## src/rtl/btn_pkg.sv

```systemverilog
// Shared definitions for the push-button front end: classifier state type,
// 10 kHz default timing constants and a counter-width helper.
package btn_pkg;

   // Classifier state: waiting for a press, pressed and timing, long press seen
   typedef enum logic [1:0] {
      IDLE = 2'd0,
      HELD = 2'd1,
      LONG = 2'd2
   } btn_state_e;

   // Defaults for a 10 kHz counter clock
   localparam int DEBOUNCE_CYCLES = 200;    // 20 ms
   localparam int LONG_CYCLES     = 10000;  // 1 s
   localparam int REPEAT_CYCLES   = 2000;   // 200 ms

   // Counter width for a counter that runs 0 .. n-1; never narrower than 1 bit
   function automatic int cnt_width(input int n);
      return (n <= 1) ? 1 : $clog2(n);
   endfunction

endpackage

```

## src/rtl/btn_debounce.sv

```systemverilog
// Synchronizer plus debouncer for one raw push-button. A level change on the
// synchronized input is accepted only after DEBOUNCE_CYCLES consecutive cycles
// of disagreement with the current debounced level; shorter glitches vanish.
// Also used for the set and sw buttons.
module btn_debounce
   import btn_pkg::*;
#(
   parameter int SYNC_STAGES     = 2,
   parameter int DEBOUNCE_CYCLES = btn_pkg::DEBOUNCE_CYCLES
) (
   input  logic clk,
   input  logic reset,
   input  logic btn_raw,
   output logic btn_db
);

   localparam int CW = cnt_width(DEBOUNCE_CYCLES);
   localparam logic [CW-1:0] CNT_MAX = CW'(DEBOUNCE_CYCLES - 1);

   logic [SYNC_STAGES-1:0] sync_q, sync_d;
   logic [CW-1:0]          cnt_q, cnt_d;
   logic                   db_q, db_d;
   logic                   s;

   assign s      = sync_q[SYNC_STAGES-1];
   assign btn_db = db_q;

   // Shift the raw pin through the synchronizer; count disagreement cycles
   always_comb begin
      sync_d = {sync_q[SYNC_STAGES-2:0], btn_raw};
      cnt_d  = cnt_q;
      db_d   = db_q;
      if (s == db_q) begin
         cnt_d = '0;
      end else if (cnt_q == CNT_MAX) begin
         db_d  = ~db_q;
         cnt_d = '0;
      end else begin
         cnt_d = cnt_q + 1'b1;
      end
   end

   // State registers with synchronous reset
   always_ff @(posedge clk) begin
      if (reset) begin
         sync_q <= '0;
         cnt_q  <= '0;
         db_q   <= 1'b0;
      end else begin
         sync_q <= sync_d;
         cnt_q  <= cnt_d;
         db_q   <= db_d;
      end
   end

endmodule

```

## src/rtl/button_press_classifier.sv

```systemverilog
// Turns one bouncing push-button into clean single-cycle inc_short / inc_long
// strobes. A press held for LONG_CYCLES cycles gives inc_long; a shorter one
// gives inc_short on release.
// Optional feature: define BTN_AUTOREPEAT_EN to repeat inc_long every
// REPEAT_CYCLES cycles while the button stays held after the first inc_long.
module button_press_classifier
   import btn_pkg::*;
#(
   parameter int SYNC_STAGES     = 2,
   parameter int DEBOUNCE_CYCLES = btn_pkg::DEBOUNCE_CYCLES,
   parameter int LONG_CYCLES     = btn_pkg::LONG_CYCLES,
   parameter int REPEAT_CYCLES   = btn_pkg::REPEAT_CYCLES
) (
   input  logic clk,
   input  logic reset,
   input  logic btn_raw,
   output logic btn_db,
   output logic inc_short,
   output logic inc_long
);

   localparam int HW = cnt_width(LONG_CYCLES);
   localparam logic [HW-1:0] HOLD_MAX = HW'(LONG_CYCLES - 1);

   btn_state_e    state_q, state_d;
   logic [HW-1:0] hold_cnt_q, hold_cnt_d;
   logic          inc_short_q, inc_short_d;
   logic          inc_long_q, inc_long_d;
   logic          db;

`ifdef BTN_AUTOREPEAT_EN
   localparam int RW = cnt_width(REPEAT_CYCLES);
   localparam logic [RW-1:0] REP_MAX = RW'(REPEAT_CYCLES - 1);
   logic [RW-1:0] rep_cnt_q, rep_cnt_d;
`endif

   btn_debounce #(
      .SYNC_STAGES     (SYNC_STAGES),
      .DEBOUNCE_CYCLES (DEBOUNCE_CYCLES)
   ) u_debounce (
      .clk     (clk),
      .reset   (reset),
      .btn_raw (btn_raw),
      .btn_db  (db)
   );

   assign btn_db    = db;
   assign inc_short = inc_short_q;
   assign inc_long  = inc_long_q;

   // Next-state and strobe logic; a release in HELD wins over the long threshold
   always_comb begin
      state_d     = state_q;
      hold_cnt_d  = hold_cnt_q;
      inc_short_d = 1'b0;
      inc_long_d  = 1'b0;
`ifdef BTN_AUTOREPEAT_EN
      rep_cnt_d   = rep_cnt_q;
`endif
      case (state_q)
         IDLE: begin
            if (db) begin
               state_d    = HELD;
               hold_cnt_d = '0;
            end
         end
         HELD: begin
            if (!db) begin
               state_d     = IDLE;
               inc_short_d = 1'b1;
            end else if (hold_cnt_q == HOLD_MAX) begin
               state_d    = LONG;
               inc_long_d = 1'b1;
`ifdef BTN_AUTOREPEAT_EN
               rep_cnt_d  = '0;
`endif
            end else begin
               hold_cnt_d = hold_cnt_q + 1'b1;
            end
         end
         LONG: begin
            if (!db) begin
               state_d = IDLE;
            end
`ifdef BTN_AUTOREPEAT_EN
            else if (rep_cnt_q == REP_MAX) begin
               inc_long_d = 1'b1;
               rep_cnt_d  = '0;
            end else begin
               rep_cnt_d = rep_cnt_q + 1'b1;
            end
`endif
         end
         default: begin
            state_d = IDLE;
         end
      endcase
   end

   // FSM, counters and registered strobes with synchronous reset
   always_ff @(posedge clk) begin
      if (reset) begin
         state_q     <= IDLE;
         hold_cnt_q  <= '0;
         inc_short_q <= 1'b0;
         inc_long_q  <= 1'b0;
`ifdef BTN_AUTOREPEAT_EN
         rep_cnt_q   <= '0;
`endif
      end else begin
         state_q     <= state_d;
         hold_cnt_q  <= hold_cnt_d;
         inc_short_q <= inc_short_d;
         inc_long_q  <= inc_long_d;
`ifdef BTN_AUTOREPEAT_EN
         rep_cnt_q   <= rep_cnt_d;
`endif
      end
   end

endmodule

```

## config.mk

```make
export PLATFORM = sky130hd
export DESIGN_NAME = button_press_classifier
export DESIGN_NICKNAME = d
export VERILOG_FILES = /design/src/rtl/btn_pkg.sv /design/src/rtl/btn_debounce.sv /design/src/rtl/button_press_classifier.sv
export SDC_FILE = /design/constraint.sdc
export NUM_CORES = 1
export LEC_CHECK = 0
export CELL_PAD_IN_SITES_DETAIL_PLACEMENT = 0
export CELL_PAD_IN_SITES_GLOBAL_PLACEMENT = 2
export CORE_AREA = 2 2 64 66
export CTS_CLUSTER_DIAMETER = 150
export DETAILED_ROUTE_END_ITERATION = 6
export DIE_AREA = 0 0 66 68
export PLACE_DENSITY = 0.75
export SYNTH_ARGS = -nofsm -noshare
export SYNTH_HDL_FRONTEND = slang
export SYNTH_SLANG_ARGS = --single-unit
```

## constraint.sdc

```tcl
create_clock -name clk -period 2.2 [get_ports clk]
set_input_delay 0.22 -clock clk [delete_from_list [all_inputs] [get_ports clk]]
set_output_delay 0.22 -clock clk [all_outputs]
set_load 0.1 [all_outputs]
```

# == Word-level counts from Yosys, hierarchy flattened ==
# Index checks and enable logic that the tools add are counted.
# classes
n_addsub,2
mul,0
div_mod_pow,0
magnitude_cmp,0
n_eq_ne,10
n_shift,0
mux,11
bitwise_logic,3
n_reduce_logical,8
# ops
cell,n
$mux 14,3
$pmux 14 s2,1
$add 14x1->14 const B,1
$eq 14x14->1 const B,1
$add 8x1->8 const B,1
$eq 8x8->1 const B,1
$mux 2,4
$pmux 2 s3,1
$reduce_or 3->1,2
$ne 2x1->1 const B,2
$ne 2x2->1 const B,2
$reduce_and 4->1,1
$ne 3x3->1 const B,1
$not 1->1,3
$reduce_and 3->1,1
$eq 2x1->1 const B,1
$eq 2x2->1 const B,1
$logic_not 2->1,1
$mux 1,2
$reduce_and 2->1,1
$reduce_bool 2->1,1
$reduce_or 2->1,1
$eq 1x1->1,1
# word_totals
regBits,29
latch_bits,0
mem_bits_rw,0
mem_bits_ro,0
input_bits,3
memories,0

# == Longest topological paths before layout ==
# depth
word_depth,4
ltp_mapped,6
mapped_depth_nobuf,5

# == Modules after synthesis ==
# From an unflattened synthesis, not the netlist that was laid out.
# unflattened
hier_cells,148
area_unflattened_um2,1371.3
# modules_own_cells
mod,instances,cells_per_inst,area_per_inst_um2
button_press_classifier,1,100,880.8
btn_debounce,1,48,490.5

# == Worst setup path before layout ==
# Ideal clock, no wire load.
# synth_timing
path_type,flip-flop to flip-flop
startpoint,reg u_debounce.db_q (netlist: u_debounce.btn_db)
endpoint,reg hold_cnt_q[5]
t_arrival_ns,1.907
path_slack_ns,0.163
path_stages_with_launch,6
synth_period_minus_slack_ns,2.037
path_cell_list,dfxtp_1 -> nand2b_1 -> a41oi_2 -> or2_1 -> buf_6 -> o211ai_1
# synth_via
elab_chain_cells,2
word_cells_on_any_way,3
# synth_lines
item,line_no,text
start: declaration,btn_debounce.sv:22,"logic db_q, db_d;"
start signal: assignment,btn_debounce.sv:48,db_q <= 1'b0;
start signal: assignment,btn_debounce.sv:52,db_q <= db_d;
$ne 2x1->1 (no line),-,
$reduce_and 4->1 (no line) *,-,
end signal: assignment,button_press_classifier.sv:112,hold_cnt_q <= hold_cnt_d;
end: declaration,button_press_classifier.sv:26,"logic [HW-1:0] hold_cnt_q, hold_cnt_d;"
# Mark *: on every way between the ends. The rest lies on a longest branch, timed or not.
# A chain may end at the register's enable or synchronous reset.

# == Worst setup path after layout ==
# layout_timing
startpoint,reg hold_cnt_q[0]
endpoint,reg hold_cnt_q[10]
# layout_via
elab_chain_cells,4
word_cells_on_any_way,7
# layout_lines
item,line_no,text
$add 14x1->14,button_press_classifier.sv:78,hold_cnt_d = hold_cnt_q + 1'b1;
$mux 14,button_press_classifier.sv:71,end else if (hold_cnt_q == HOLD_MAX) begin
$mux 14,button_press_classifier.sv:68,if (!db) begin
$pmux 14 s2,button_press_classifier.sv:60,case (state_q)
# Parallel ways exist; a longest one is shown, timed or not. The select of a mux whose other input is x is not followed.

==> results.txt <==
The final setup slack of the worst path came out at 434.0 ps. The detailed-route DRC error count came out at 0. The horizontal die dimension came out at 66 um.

The core outline area is 3856 um^2. For the worst-skew pair, the clock arrives at the later sink with an insertion delay of around 280 ps. The synthesis warning total came out at 0.

The final route contains 1084 vias. The utilization after layout is 0.3868. The actual transition at the worst max-transition pin came out at 555.0 ps. The final count of hold timing violations is 0. After routing the design area is approximately 1500 um^2. The share of synthesized registers carrying an async set or reset came out at 0. The maximum operating frequency is 566.2 MHz. The overall fraction of global-route tracks in use is 0.1409. The total global routing overflow came out at 0. The required time of the critical path is 2340 ps. The mean cell area of the mapped netlist came out at 8.843 um^2. The total standard cell area after synthesis came out at 1309 um^2. The clock net in this run drives a total of 29 sinks. From synthesis to final layout, the design area changed by 13.96%. The buffer count from post-CTS setup fixing came out at 0.

The class of the worst hold path is flip-flop to flip-flop. The number of buffers added to fix hold violations after cts came out at 0. The kind of capture point of the worst setup path is a flip-flop.

Clock skew on the completed layout was measured at 4.716 ps. The start-to-end type of the worst setup path is flip-flop to flip-flop. The final estimated routing congestion in global placement came out at 0.7387. The number of nets still failing antenna checks after routing is 0.

The library cells used most frequently in the layout, excluding fill and tap cells, are dfxtp_1, a31oi_1, nor2_1, nand3_1. The number of flops mapped to enable cells by yosys is 0. The first global-routing pass estimated about 4700 um of wire.

In the synthesized netlist the dominant register cell turns out to be dfxtp_1. During placement, the flow inserted port buffers numbering 5. The flow ran to the end, and the final reports show no timing, DRC or antenna violations. STA classifies the critical path startpoint as a flip-flop. The initial DRC count is 31. The highest ir drop seen on vdd came out at 0.2530 mV. The via count of the first global-routing pass is approximately 1000.

Setup repair after global routing left no endpoint under its margin. The leakage power is 0.0004942 uW. From bottom edge to top edge, the die measures ~68 um. The tightest slew margin relative to the limit came out at 0.6266. Counting the fill cells in the layout gives 421. The number of antenna cells inserted is 0. In the final layout, the share of cells above drive strength 1 is 0.1139.

The synthesized net count came out at 153. In this run, post-CTS repair resized a total of 0 instances. The number of antenna violations at the first check in global routing came out at 0.

Setup violations remaining at the end of the flow were counted as 0. The endpoint arrival time on the critical path is 1900 ps. The half-perimeter wire length after placement is 1890 um.

The most common cell after layout, fill and taps aside is dfxtp_1. In the final layout, the multi-input gates occupy 666.9 um^2. Max-cap violations in this run came to 0. The largest net degree at the start of global routing came out at 26.

The floorplan has 23 rows. The first TritonRoute pass finished after 4 iterations. The final layout contains routed wiring with a total length of between 2000 and 3000 um. The sequential fraction of the synthesis area is 0.4436. The flip-flop and latch count after synthesis is 29.

The number of buffers on the longest clock path came out at 2. The root buffer cell chosen for the clock tree is clkbuf_8. The detailed-route vias per instance is 5.212.

The instance count of the mapped netlist is around 150. The area occupied by registers came out at 580.6 um^2. For this design the ratio of total power to cell area is 645.1 nW/um^2. Buffers inserted during clock tree synthesis total 5. The setup TNS came out at 0 ps. The die covers 4488 um^2. The starting density of the core is 0.3394. The post-route clock period utilization came out at 0.8027. Of all nets on the critical path, the largest fanout is 13. TritonCTS built the clock tree.

The H-tree was split into 2 levels. The average wire per standard cell came out at 12.92 um. The total I/O pin count is 6.

The clock-pin slew on the worst setup and hold paths is around 60 ps. The max-slew violation total from the final report is 0. Once placement finished, the instance area stood at between 1000 and 1500 um^2.

The shortest clock period the worst path allows after layout is about 1800 ps. The count of unique library cells instantiated by Yosys came out at 34. In the final design database the tool counted about 160 nets.

The pre-CTS setup slack is 437.7 ps.
[metal layers]
layer / vias to the layer above / GRT usage / wire, um / part of all wire
met1: 508 / 0.1689 / 1356 / 0.50
met3: 5 / 0.04934 / 85 / 0.032
met2: 13 / 0.2260 / 1203 / 0.45
met4: 0 / 0.06888 / 43 / 0.016
li1: 558 / - / - / -
met5: - / 0 / 0 / 0
[synth_stat cells (all sizes together) (2+ instances only)]
library cell	instances	area, um^2
buf	2	16.26
xnor2	2	17.52
nor3	4	20.02
nor2	13	48.80
nand3	10	50.05
ha	2	25.02
clkbuf	4	15.01
o21ai	5	25.02
or2	2	12.52
inv	8	30.03
a21oi	3	15.01
nor3b	2	20.02
xor2	5	43.79
o211ai	2	15.01
and3	5	31.28
nor4	6	43.79
dfxtp	29	580.6
a31oi	18	112.6
nand4	4	25.02
nand2	3	11.26
nand2b	8	50.05
nor2b	4	25.02
[final timing paths]
check,slack [ps],start,cells past startpoint,end
max,430,hold_cnt_q[0]$_SDFFE_PP0P_,5,hold_cnt_q[10]$_SDFFE_PP0P_
min reg2reg,450,u_debounce.cnt_q[0]$_SDFF_PP0_,1,u_debounce.cnt_q[0]$_SDFF_PP0_
min,450,u_debounce.cnt_q[0]$_SDFF_PP0_,1,u_debounce.cnt_q[0]$_SDFF_PP0_
max reg2reg,430,hold_cnt_q[0]$_SDFFE_PP0P_,5,hold_cnt_q[10]$_SDFFE_PP0P_
[critical path, stage by stage (launching register included)]
cell,delay [ps]
dfxtp_1,330
ha_1,240
and3_1,230
a41oi_2,190
or2_1,470
a31oi_1,160
[final cells by class]
class | instances | area share
multi-input combinational | 105 | 0.4471
timing repair buffer | 8 | 0.04362
inverter | 8 | 0.02013
clock buffer | 5 | 0.04614
tap | 50 | 0.04195
clock inverter | 3 | 0.01174
sequential | 29 | 0.3893
[registers in the layout, indices dropped and copies added, names as in the netlist]
name               count
u_debounce.sync_q      2
u_debounce.cnt_q       8
hold_cnt_q            14
inc_long               1
inc_short              1
state_q                2
u_debounce.btn_db      1
[cells by family (layout without fill, tap and decap cells)]
logic type	Yosys count	count (layout)	share of synthesized area
adders and majority gates	2	2	0.01912
xor gates and xnor gates	7	7	0.04685
and+or+nand+nor	62	62	0.2677
AOI/OAI and AO/OA	32	32	0.1597
buffers and inverters	14	24	0.04684
muxes	2	2	0.01625
DFF	29	29	0.4436
[power by group]
part	switching [uW]	internal (uW)	total [uW]
clock	201	217	418
sequential	1.15	527	529
combinational	9.19	5.98	15.2
total	211	751	962
[metrics by stage]
stage | instances | power (uW) | hold slack [ps]
final | 208 | 962.1 | 447.7
after global routing | 208 | 1009 | 486.4
after CTS | 208 | 980.1 | 447.8
after detailed placement | 200 | 555.4 | 433.2
after global placement | 200 | 554.9 | 429.1
after floorplan | 148 | 550.9 | 348.2
Power figures use the tool's default switching activity.
